[src/rtl/human_occupancy_tracker.sv]
// Room occupancy tracker: debounced entry/exit channels drive a saturating BCD up/down
// counter with alarm hysteresis and 7-segment outputs. Optional build macro: LEADING_ZERO_BLANK_EN.
`timescale 1ns/1ps
module human_occupancy_tracker #(
    parameter int DIGITS          = 2,
    parameter int MAX_COUNT       = 99,
    parameter int ALARM_HI        = 80,
    parameter int ALARM_LO        = 75,
    parameter int DEBOUNCE_CYCLES = 3
) (
    input  logic                  clk,
    input  logic                  reset,
    input  logic                  entry_detected,
    input  logic                  exit_detected,
    input  logic                  clear,
    output logic [4*DIGITS-1:0]   count_bcd,
    output logic [7*DIGITS-1:0]   seg,
    output logic                  alarm,
    output logic                  full,
    output logic                  overflow,
    output logic                  underflow
);

    localparam int BW = 4*DIGITS;
    localparam int CW = (DEBOUNCE_CYCLES < 2) ? 1 : $clog2(DEBOUNCE_CYCLES);

    function automatic logic [BW-1:0] to_bcd(input int v);
        logic [BW-1:0] r;
        int            x;
        r = '0;
        x = v;
        for (int i = 0; i < DIGITS; i++) begin
            r[4*i +: 4] = 4'(x % 10);
            x = x / 10;
        end
        return r;
    endfunction

    localparam logic [BW-1:0] MAX_BCD = to_bcd(MAX_COUNT);
    localparam logic [BW-1:0] HI_BCD  = to_bcd(ALARM_HI);
    localparam logic [BW-1:0] LO_BCD  = to_bcd(ALARM_LO);

    function automatic logic [BW-1:0] bcd_inc(input logic [BW-1:0] v);
        logic [BW-1:0] r;
        logic          c;
        r = v;
        c = 1'b1;
        for (int i = 0; i < DIGITS; i++) begin
            if (c) begin
                if (r[4*i +: 4] == 4'd9) begin
                    r[4*i +: 4] = 4'd0;
                end else begin
                    r[4*i +: 4] = r[4*i +: 4] + 4'd1;
                    c = 1'b0;
                end
            end
        end
        return r;
    endfunction

    function automatic logic [BW-1:0] bcd_dec(input logic [BW-1:0] v);
        logic [BW-1:0] r;
        logic          b;
        r = v;
        b = 1'b1;
        for (int i = 0; i < DIGITS; i++) begin
            if (b) begin
                if (r[4*i +: 4] == 4'd0) begin
                    r[4*i +: 4] = 4'd9;
                end else begin
                    r[4*i +: 4] = r[4*i +: 4] - 4'd1;
                    b = 1'b0;
                end
            end
        end
        return r;
    endfunction

    function automatic logic [6:0] seg7(input logic [3:0] d);
        case (d)
            4'd0:    return 7'b0111111;
            4'd1:    return 7'b0000110;
            4'd2:    return 7'b1011011;
            4'd3:    return 7'b1001111;
            4'd4:    return 7'b1100110;
            4'd5:    return 7'b1101101;
            4'd6:    return 7'b1111101;
            4'd7:    return 7'b0000111;
            4'd8:    return 7'b1111111;
            4'd9:    return 7'b1101111;
            default: return 7'b0000000;
        endcase
    endfunction

    logic [1:0] raw;
    logic [1:0] ev;
    assign raw = {exit_detected, entry_detected};

    // Per channel: 2-flop synchroniser, run-length debounce, then a registered rising-edge pulse
    for (genvar ch = 0; ch < 2; ch++) begin : g_ch
        logic          s1_q, s2_q, f_q, fd_q, ev_q;
        logic [CW-1:0] dc_q;

        always_ff @(posedge clk or negedge reset) begin
            if (!reset) begin
                s1_q <= 1'b0;
                s2_q <= 1'b0;
                f_q  <= 1'b0;
                fd_q <= 1'b0;
                ev_q <= 1'b0;
                dc_q <= '0;
            end else begin
                s1_q <= raw[ch];
                s2_q <= s1_q;
                if (s2_q != f_q) begin
                    if (dc_q == CW'(DEBOUNCE_CYCLES-1)) begin
                        f_q  <= s2_q;
                        dc_q <= '0;
                    end else begin
                        dc_q <= dc_q + 1'b1;
                    end
                end else begin
                    dc_q <= '0;
                end
                fd_q <= f_q;
                ev_q <= f_q & ~fd_q;
            end
        end

        assign ev[ch] = ev_q;
    end

    logic [BW-1:0] count_q, count_d;
    logic          ovf_q, ovf_d, unf_q, unf_d, alarm_q, alarm_d, full_q;

    // Count stage: clear wins, simultaneous entry/exit cancel
    always_comb begin
        count_d = count_q;
        ovf_d   = ovf_q;
        unf_d   = unf_q;
        if (clear) begin
            count_d = '0;
            ovf_d   = 1'b0;
            unf_d   = 1'b0;
        end else begin
            case (ev)
                2'b01: begin
                    if (count_q == MAX_BCD) ovf_d = 1'b1;
                    else                    count_d = bcd_inc(count_q);
                end
                2'b10: begin
                    if (count_q == '0) unf_d = 1'b1;
                    else               count_d = bcd_dec(count_q);
                end
                default: ;
            endcase
        end
        // Packed BCD of valid digits orders the same as the decimal value
        if (count_d > HI_BCD)       alarm_d = 1'b1;
        else if (count_d <= LO_BCD) alarm_d = 1'b0;
        else                        alarm_d = alarm_q;
    end

    always_ff @(posedge clk or negedge reset) begin
        if (!reset) begin
            count_q <= '0;
            ovf_q   <= 1'b0;
            unf_q   <= 1'b0;
            alarm_q <= 1'b0;
            full_q  <= 1'b0;
        end else begin
            count_q <= count_d;
            ovf_q   <= ovf_d;
            unf_q   <= unf_d;
            alarm_q <= alarm_d;
            full_q  <= (count_q == MAX_BCD);
        end
    end

    assign count_bcd = count_q;
    assign alarm     = alarm_q;
    assign full      = full_q;
    assign overflow  = ovf_q;
    assign underflow = unf_q;

`ifdef LEADING_ZERO_BLANK_EN
    logic nz;
    always_comb begin
        seg = '0;
        nz  = 1'b0;
        for (int i = DIGITS-1; i >= 0; i--) begin
            nz = nz | (count_q[4*i +: 4] != 4'd0);
            if (nz || i == 0) seg[7*i +: 7] = seg7(count_q[4*i +: 4]);
        end
    end
`else
    always_comb begin
        seg = '0;
        for (int i = 0; i < DIGITS; i++) begin
            seg[7*i +: 7] = seg7(count_q[4*i +: 4]);
        end
    end
`endif

endmodule

[config.mk]
export PLATFORM = sky130hd
export DESIGN_NAME = human_occupancy_tracker
export DESIGN_NICKNAME = d
export VERILOG_FILES = /design/src/rtl/human_occupancy_tracker.sv
export SDC_FILE = /design/constraint.sdc
export NUM_CORES = 1
export LEC_CHECK = 0
export ABC_CLOCK_PERIOD_IN_PS = 4500
export BUFFER_PORTS_ARGS = -buffer_cell sky130_fd_sc_hd__buf_2
export CELL_PAD_IN_SITES_DETAIL_PLACEMENT = 1
export CELL_PAD_IN_SITES_GLOBAL_PLACEMENT = 1
export CORE_MARGIN = 2
export CORE_UTILIZATION = 40
export DETAILED_ROUTE_END_ITERATION = 8
export HOLD_SLACK_MARGIN = 0.1
export PLACE_DENSITY_LB_ADDON = 0.1
export SLEW_MARGIN = 20
export SYNTH_ARGS = -nofsm -noshare
export SYNTH_HDL_FRONTEND = slang
export SYNTH_SLANG_ARGS = --single-unit
[constraint.sdc]
create_clock -name clk -period 4.5 [get_ports clk]
set_input_delay 1.125 -clock clk [delete_from_list [all_inputs] [get_ports clk]]
set_output_delay 1.125 -clock clk [all_outputs]
set_load 0.005 [all_outputs]
==> flow_metrics.env, run 1 <==
export IMPL_io_pins=31
export IMPL_grt_pass1_vias=1578
export IMPL_antenna_found_initial=0
export IMPL_areaGrowthSynthToFinish_pct=13.9
export IMPL_clk_pin_slew_ns=0.08
export IMPL_cts_buffers=3
export IMPL_async_reset_ff_share_pct=100
export IMPL_synth_seq_cells=26
export IMPL_end_kind="output pin"
export IMPL_final_cells=267
export IMPL_drt_first_pass_iters=4
export IMPL_start_util_pct=41.0
export IMPL_avgSynthCellArea_um2=9.38
export IMPL_critPathKind="reg2out"
export IMPL_root_buffer="clkbuf_8"
export IMPL_max_freq_mhz=329
export IMPL_worstPathMaxFanout=12
export IMPL_hold_violations=0
export IMPL_drv_cap=0
export IMPL_insertion_delay_ns=0.26
export IMPL_cts_tree="built"
export IMPL_antenna_left=0
export IMPL_cts_htree_levels=1
export IMPL_hp_class="reg2reg"
export IMPL_core_area_mm2=0.00432
export IMPL_worst_slew_margin_rel_pct=61.1
export IMPL_cts_buffer_depth=2
export IMPL_nNetsFinal=239
export IMPL_power_mw=1.11
export IMPL_drive_gt1_share_pct=24.7
export IMPL_drc=0
export IMPL_wirelength_mm=4.42
export IMPL_syn_inst=189
export IMPL_fp_dieH_um=70.6
export IMPL_worst_ep_arrival_time_ns=1.91
export IMPL_synth_nets=212
export IMPL_synth_cell_types=50
export IMPL_drtIter0Drc=29
export IMPL_start_kind="flip-flop"
export IMPL_synth_top_area_share_pct=36.7
export IMPL_hold_slack_ns=0.354
export IMPL_cts_resized=0
export IMPL_grt_pass1_wl_mm=7.51
export IMPL_die_w_um=70.6
export IMPL_dp_cells=263
export IMPL_vias=1529
export IMPL_fin_setup_tns_ns=0
export IMPL_min_period_ns=3.04
export IMPL_ir_drop_v=0.000365
export IMPL_grt_usage_pct=18.5
export IMPL_synth_edf_count=0
export IMPL_ys_top_cells_by_area="dfrtp_1, ha_1, o21ai_0, nor2_1, a21oi_1"
export IMPL_gp_congestion=0.783
export IMPL_postCtsSetupBuffers=0
export IMPL_worstMarginPinSlew_ns=0.584
export IMPL_clkSinkCount=26
export IMPL_synth_area_mm2=0.00177
export IMPL_p_leak_nw=0.914
export IMPL_status="complete, no violations"
export IMPL_synth_area_leader_cell="dfrtp_1"
export IMPL_io_buffers=30
export IMPL_num_rows=24
export IMPL_seq_area_frac_synth_pct=36.7
export IMPL_dieArea_mm2=0.00498
export IMPL_via_per_inst=5.73
export IMPL_finClkSkew_ns=0.00792
export IMPL_required_ns=3.38
export IMPL_grt_setup_unrepaired="no"
export IMPL_wl_per_cell_um=16.6
export IMPL_p_per_area_mw_per_mm2=551
export IMPL_grt_max_degree=27
export IMPL_ctsHoldBuffers=0
export IMPL_grt_overflow=0
export IMPL_ys_flop_type="dfrtp_1"
export IMPL_diodes=0
export IMPL_post_route_period_util_pct=67.5
export IMPL_synth_warnings=0
export IMPL_dpl_hpwl_mm=3.39
export IMPL_finalMaxSlewViolations=0
export IMPL_setup_violations_final=0
-- final cells by class --
class | count | area [µm²]
fillers | 515 | 2300
multi-input cells | 142 | 1030
flip-flops and latches | 26 | 651
repair buffers | 30 | 150
well taps | 52 | 65.1
inverters | 13 | 48.8
clock buffers | 3 | 41.3
clock inverters | 1 | 30.0
-- sequential cells by signal, summed over array words and instances (netlist names), 2 cells and up --
register,cells
g_ch.f_q,2
g_ch.ev_q,2
g_ch.fd_q,2
g_ch.dc_q,4
count_bcd,8
g_ch.s1_q,2
g_ch.s2_q,2
-- worst max-delay path: stages, from the launching register on --
cell     delay (ns)
dfrtp_1        0.54
inv_1          0.20
ha_1           0.32
or3b_1         0.41
nand2_1        0.07
buf_2          0.10
-- layer usage --
layer | wire (µm) | vias to the layer above | track usage, %
li1 | - | 717 | -
met1 | 1900 | 776 | 21.9
met3 | 92 | 6 | 1.42
met4 | 28 | 0 | 4.40
met2 | 2400 | 30 | 36.0
met5 | 0 | - | 0
-- cells in the final DEF (no fill, tap or decap), drive strengths merged, types with 7 or more instances in the layout --
cell type | netlist | layout
inv | 13 | 13
dfrtp | 26 | 26
a21oi | 10 | 10
o21ai | 14 | 14
ha | 18 | 18
buf | 4 | 30
a31oi | 7 | 7
nor2 | 17 | 17
nor3 | 8 | 8
nand2 | 10 | 10
-- power breakdown --
part,internal [mW],switching [mW]
clock network,0.119,0.0650
registers,0.295,0.0828
logic,0.252,0.298
-- cell families after synthesis --
kind of cell / after synthesis / share of synthesized area [%]
and+or+nand+nor: 70 / 24.2
muxes: 4 / 2.47
DFF: 26 / 36.7
AOI/OAI and AO/OA: 46 / 16.9
buffers and inverters: 21 / 5.01
adders and majority gates: 18 / 12.7
xor gates and xnor gates: 4 / 1.98
-- per-stage QoR --
| step | setup WS, ns | util, % | instance area (µm²) |
|---|---|---|---|
| 6_report | 1.46 | 46.7 | 2020 |
| 3_5_place_dp | 1.75 | 45.1 | 1950 |
| 2_1_floorplan | 1.96 | - | 1770 |
| 4_1_cts | 1.44 | 46.7 | 2020 |
| 3_3_place_gp | 1.81 | 45.1 | 1950 |
| 5_1_grt | 1.30 | 46.7 | 2020 |
-- cells in the mapped netlist (2+ instances only) --
master / n
o21ai_0: 13
a31oi_1: 7
ha_1: 18
nor2_1: 16
clkbuf_1: 4
nor3b_4: 2
nor2b_1: 6
buf_2: 2
dfrtp_1: 26
and3_4: 2
inv_1: 12
nand2_1: 9
nor4_2: 2
mux2_2: 3
a21oi_1: 10
nor3b_1: 2
nand4_1: 2
nor4b_1: 2
or3_1: 2
xnor2_1: 4
nand3_1: 3
o22ai_1: 2
nand2b_1: 4
nor3_1: 8
a221oi_1: 2
a21o_1: 2
-- final timing paths --
check | start | to | slack, ns | cells past startpoint
max | count_bcd[1]$_DFF_PN0_ | seg[4] | 1.46 | 5
min | g_ch[0].s1_q$_DFF_PN0_ | g_ch[0].s2_q$_DFF_PN0_ | 0.35 | 0
max reg2reg | count_bcd[4]$_DFF_PN0_ | alarm$_DFFE_PN0P_ | 1.74 | 9
min reg2reg | g_ch[0].s1_q$_DFF_PN0_ | g_ch[0].s2_q$_DFF_PN0_ | 0.35 | 0
max in group asynchronous | reset | count_bcd[6]$_DFF_PN0_ | 3.30 | 1
min in group asynchronous | reset | g_ch[1].s2_q$_DFF_PN0_ | 0.83 | 1
Note: power is estimated with default switching activity, not from simulation.
==> inputs of run 2 (changes only) <==
--- a/config.mk
+++ b/config.mk
@@ -5,7 +5,7 @@
 export SDC_FILE = /design/constraint.sdc
 export NUM_CORES = 1
 export LEC_CHECK = 0
-export ABC_CLOCK_PERIOD_IN_PS = 4500
+export ABC_CLOCK_PERIOD_IN_PS = 2900
 export BUFFER_PORTS_ARGS = -buffer_cell sky130_fd_sc_hd__buf_2
 export CELL_PAD_IN_SITES_DETAIL_PLACEMENT = 1
 export CELL_PAD_IN_SITES_GLOBAL_PLACEMENT = 1
==> constraint.sdc (replaced) <==
create_clock -name clk -period 2.9 [get_ports clk]
set_input_delay 0.725 -clock clk [delete_from_list [all_inputs] [get_ports clk]]
set_output_delay 0.725 -clock clk [all_outputs]
set_load 0.005 [all_outputs]
==> flow_metrics.env, run 2 (synthesis results as in run 1) <==
export IMPL_cts_htree_levels=1
export IMPL_vias=1510
export IMPL_start_kind="flip-flop"
export IMPL_min_period_ns=2.66
export IMPL_wl_per_cell_um=16.8
export IMPL_drive_gt1_share_pct=25.7
export IMPL_insertion_delay_ns=0.27
export IMPL_worstPathMaxFanout=10
export IMPL_fin_setup_tns_ns=0
export IMPL_grt_pass1_wl_mm=7.44
export IMPL_io_pins=31
export IMPL_p_int_mw=1.04
export IMPL_drv_cap=0
export IMPL_core_area_mm2=0.00432
export IMPL_areaGrowthSynthToFinish_pct=15.2
export IMPL_dieArea_mm2=0.00498
export IMPL_final_area_mm2=0.00204
export IMPL_grt_setup_unrepaired="no"
export IMPL_p_per_area_mw_per_mm2=855
export IMPL_layout_commonest_cell="buf_2"
export IMPL_clk_pin_slew_ns=0.08
export IMPL_crit_buf_inv=1
export IMPL_io_buffers=30
export IMPL_root_buffer="clkbuf_8"
export IMPL_hold_violations=0
export IMPL_worst_ep_arrival_time_ns=2.81
export IMPL_diodes=0
export IMPL_post_route_period_util_pct=91.6
export IMPL_gp_congestion=0.818
export IMPL_rrSetupSlack_ns=0.24
export IMPL_crit_reg2reg_launch="count_bcd[0]$_DFF_PN0_"
export IMPL_end_kind="flip-flop"
export IMPL_p_seq_share_pct=32.6
export IMPL_p_leak_nw=0.930
export IMPL_min_from="g_ch[1].s1_q$_DFF_PN0_"
export IMPL_share_comb_of_total_power_pct=50.5
export IMPL_finalMaxSlewViolations=0
export IMPL_most_common_layout_cells="buf_2, dfrtp_1, ha_1"
export IMPL_grt_pass1_vias=1511
export IMPL_nNetsFinal=242
export IMPL_p_sw_share_pct=40.2
export IMPL_slowest_delay_ns=0.51
export IMPL_grt_usage_pct=18.9
export IMPL_switching_power_mw=0.702
export IMPL_fill_cells=528
export IMPL_drtIter0Drc=42
export IMPL_crit_slowest_cell="dfrtp_1"
export IMPL_cts_tree="built"
export IMPL_critPathKind="reg2reg"
export IMPL_grt_max_degree=27
export IMPL_largest_reg_flops=8
export IMPL_postCtsSetupBuffers=0
export IMPL_hp_class="reg2reg"
export IMPL_grt_overflow=0
export IMPL_crit_family="simple AND/OR/NAND/NOR gates"
export IMPL_via_per_inst=5.59
export IMPL_power_mw=1.75
export IMPL_dpl_hpwl_mm=3.42
export IMPL_cts_buffer_depth=2
export IMPL_fp_dieH_um=70.6
export IMPL_worstMarginPinSlew_ns=0.566
export IMPL_status="complete, no violations"
export IMPL_max_freq_mhz=376
export IMPL_crit_chain="inv_1 > ha_1 > nor3b_4 > and3_1 > mux2_2 > a221oi_1 > nor3_1 > a41oi_1 > a21oi_1"
export IMPL_cts_buffers=3
export IMPL_place_area_mm2=0.00197
export IMPL_critPathLaunch="count_bcd[0]$_DFF_PN0_"
export IMPL_ctsHoldBuffers=0
export IMPL_drc=0
export IMPL_clkSinkCount=26
export IMPL_antenna_found_initial=0
export IMPL_ir_drop_v=0.000545
export IMPL_cts_resized=0
export IMPL_power_frac_clock_pct=17.0
export IMPL_worst_slew_margin_rel_pct=62.3
export IMPL_drt_first_pass_iters=4
export IMPL_finClkSkew_ns=0.00196
export IMPL_num_rows=24
export IMPL_antenna_left=0
export IMPL_required_ns=3.06
export IMPL_setup_violations_final=0
export IMPL_start_util_pct=41.0
export IMPL_die_w_um=70.6
export IMPL_wirelength_mm=4.52
-- run 2: worst paths after layout --
check | to | cells past startpoint
min in group asynchronous | g_ch[1].s1_q$_DFF_PN0_ | 1
max reg2reg | alarm$_DFFE_PN0P_ | 9
max | alarm$_DFFE_PN0P_ | 9
max in group asynchronous | count_bcd[5]$_DFF_PN0_ | 1
min reg2reg | g_ch[1].s2_q$_DFF_PN0_ | 0
min | g_ch[1].s2_q$_DFF_PN0_ | 0
-- run 2: cell type report --
cell class / count / area, µm² / share of cell area [%]
Tap cell: 52 / 65.1 / 3.19
Timing Repair Buffer: 33 / 173 / 8.46
Clock buffer: 3 / 41.3 / 2.02
Multi-Input combinational cell: 142 / 1030 / 50.6
Sequential cell: 26 / 651 / 31.9
Inverter: 13 / 48.8 / 2.39
Clock inverter: 1 / 30.0 / 1.47
-- run 2: power groups by stage --
stage / sequential [mW] / combinational, mW / clock (mW)
6_report: 0.569 / 0.881 / 0.296
5_1_grt: 0.588 / 0.995 / 0.321
4_1_cts: 0.570 / 0.896 / 0.309
3_5_place_dp: 0.578 / 0.889 / 0
3_3_place_gp: 0.567 / 0.866 / 0
2_1_floorplan: 0.545 / 0.615 / 0
-- run 2: worst reg2reg max path: cells and delay by family (launching register included) --
kind | cells | cell delay [ns]
adders and majority gates | 1 | 0.30
buffers and inverters | 1 | 0.20
muxes | 1 | 0.34
DFF | 1 | 0.51
and+or+nand+nor | 3 | 0.71
AOI/OAI and AO/OA | 3 | 0.48
-- run 2: stage by stage --
| stage | setup WS [ns] | hold WS, ns | utilization, % | instances |
|---|---|---|---|---|
| 3_5_place_dp | 0.238 | 0.352 | 45.6 | 266 |
| 5_1_grt | 0.0423 | 0.376 | 47.2 | 270 |
| 4_1_cts | 0.217 | 0.374 | 47.2 | 270 |
| 3_3_place_gp | 0.417 | 0.336 | 45.6 | 266 |
| 2_1_floorplan | 0.477 | 0.331 | - | 189 |
| 6_report | 0.244 | 0.367 | 47.2 | 270 |
-- run 2: layer usage --
layer,global-route usage [%],wire (µm)
met3,1.42,166
met5,0,0
met1,23.9,1910
met4,5.66,54
met2,34.6,2390
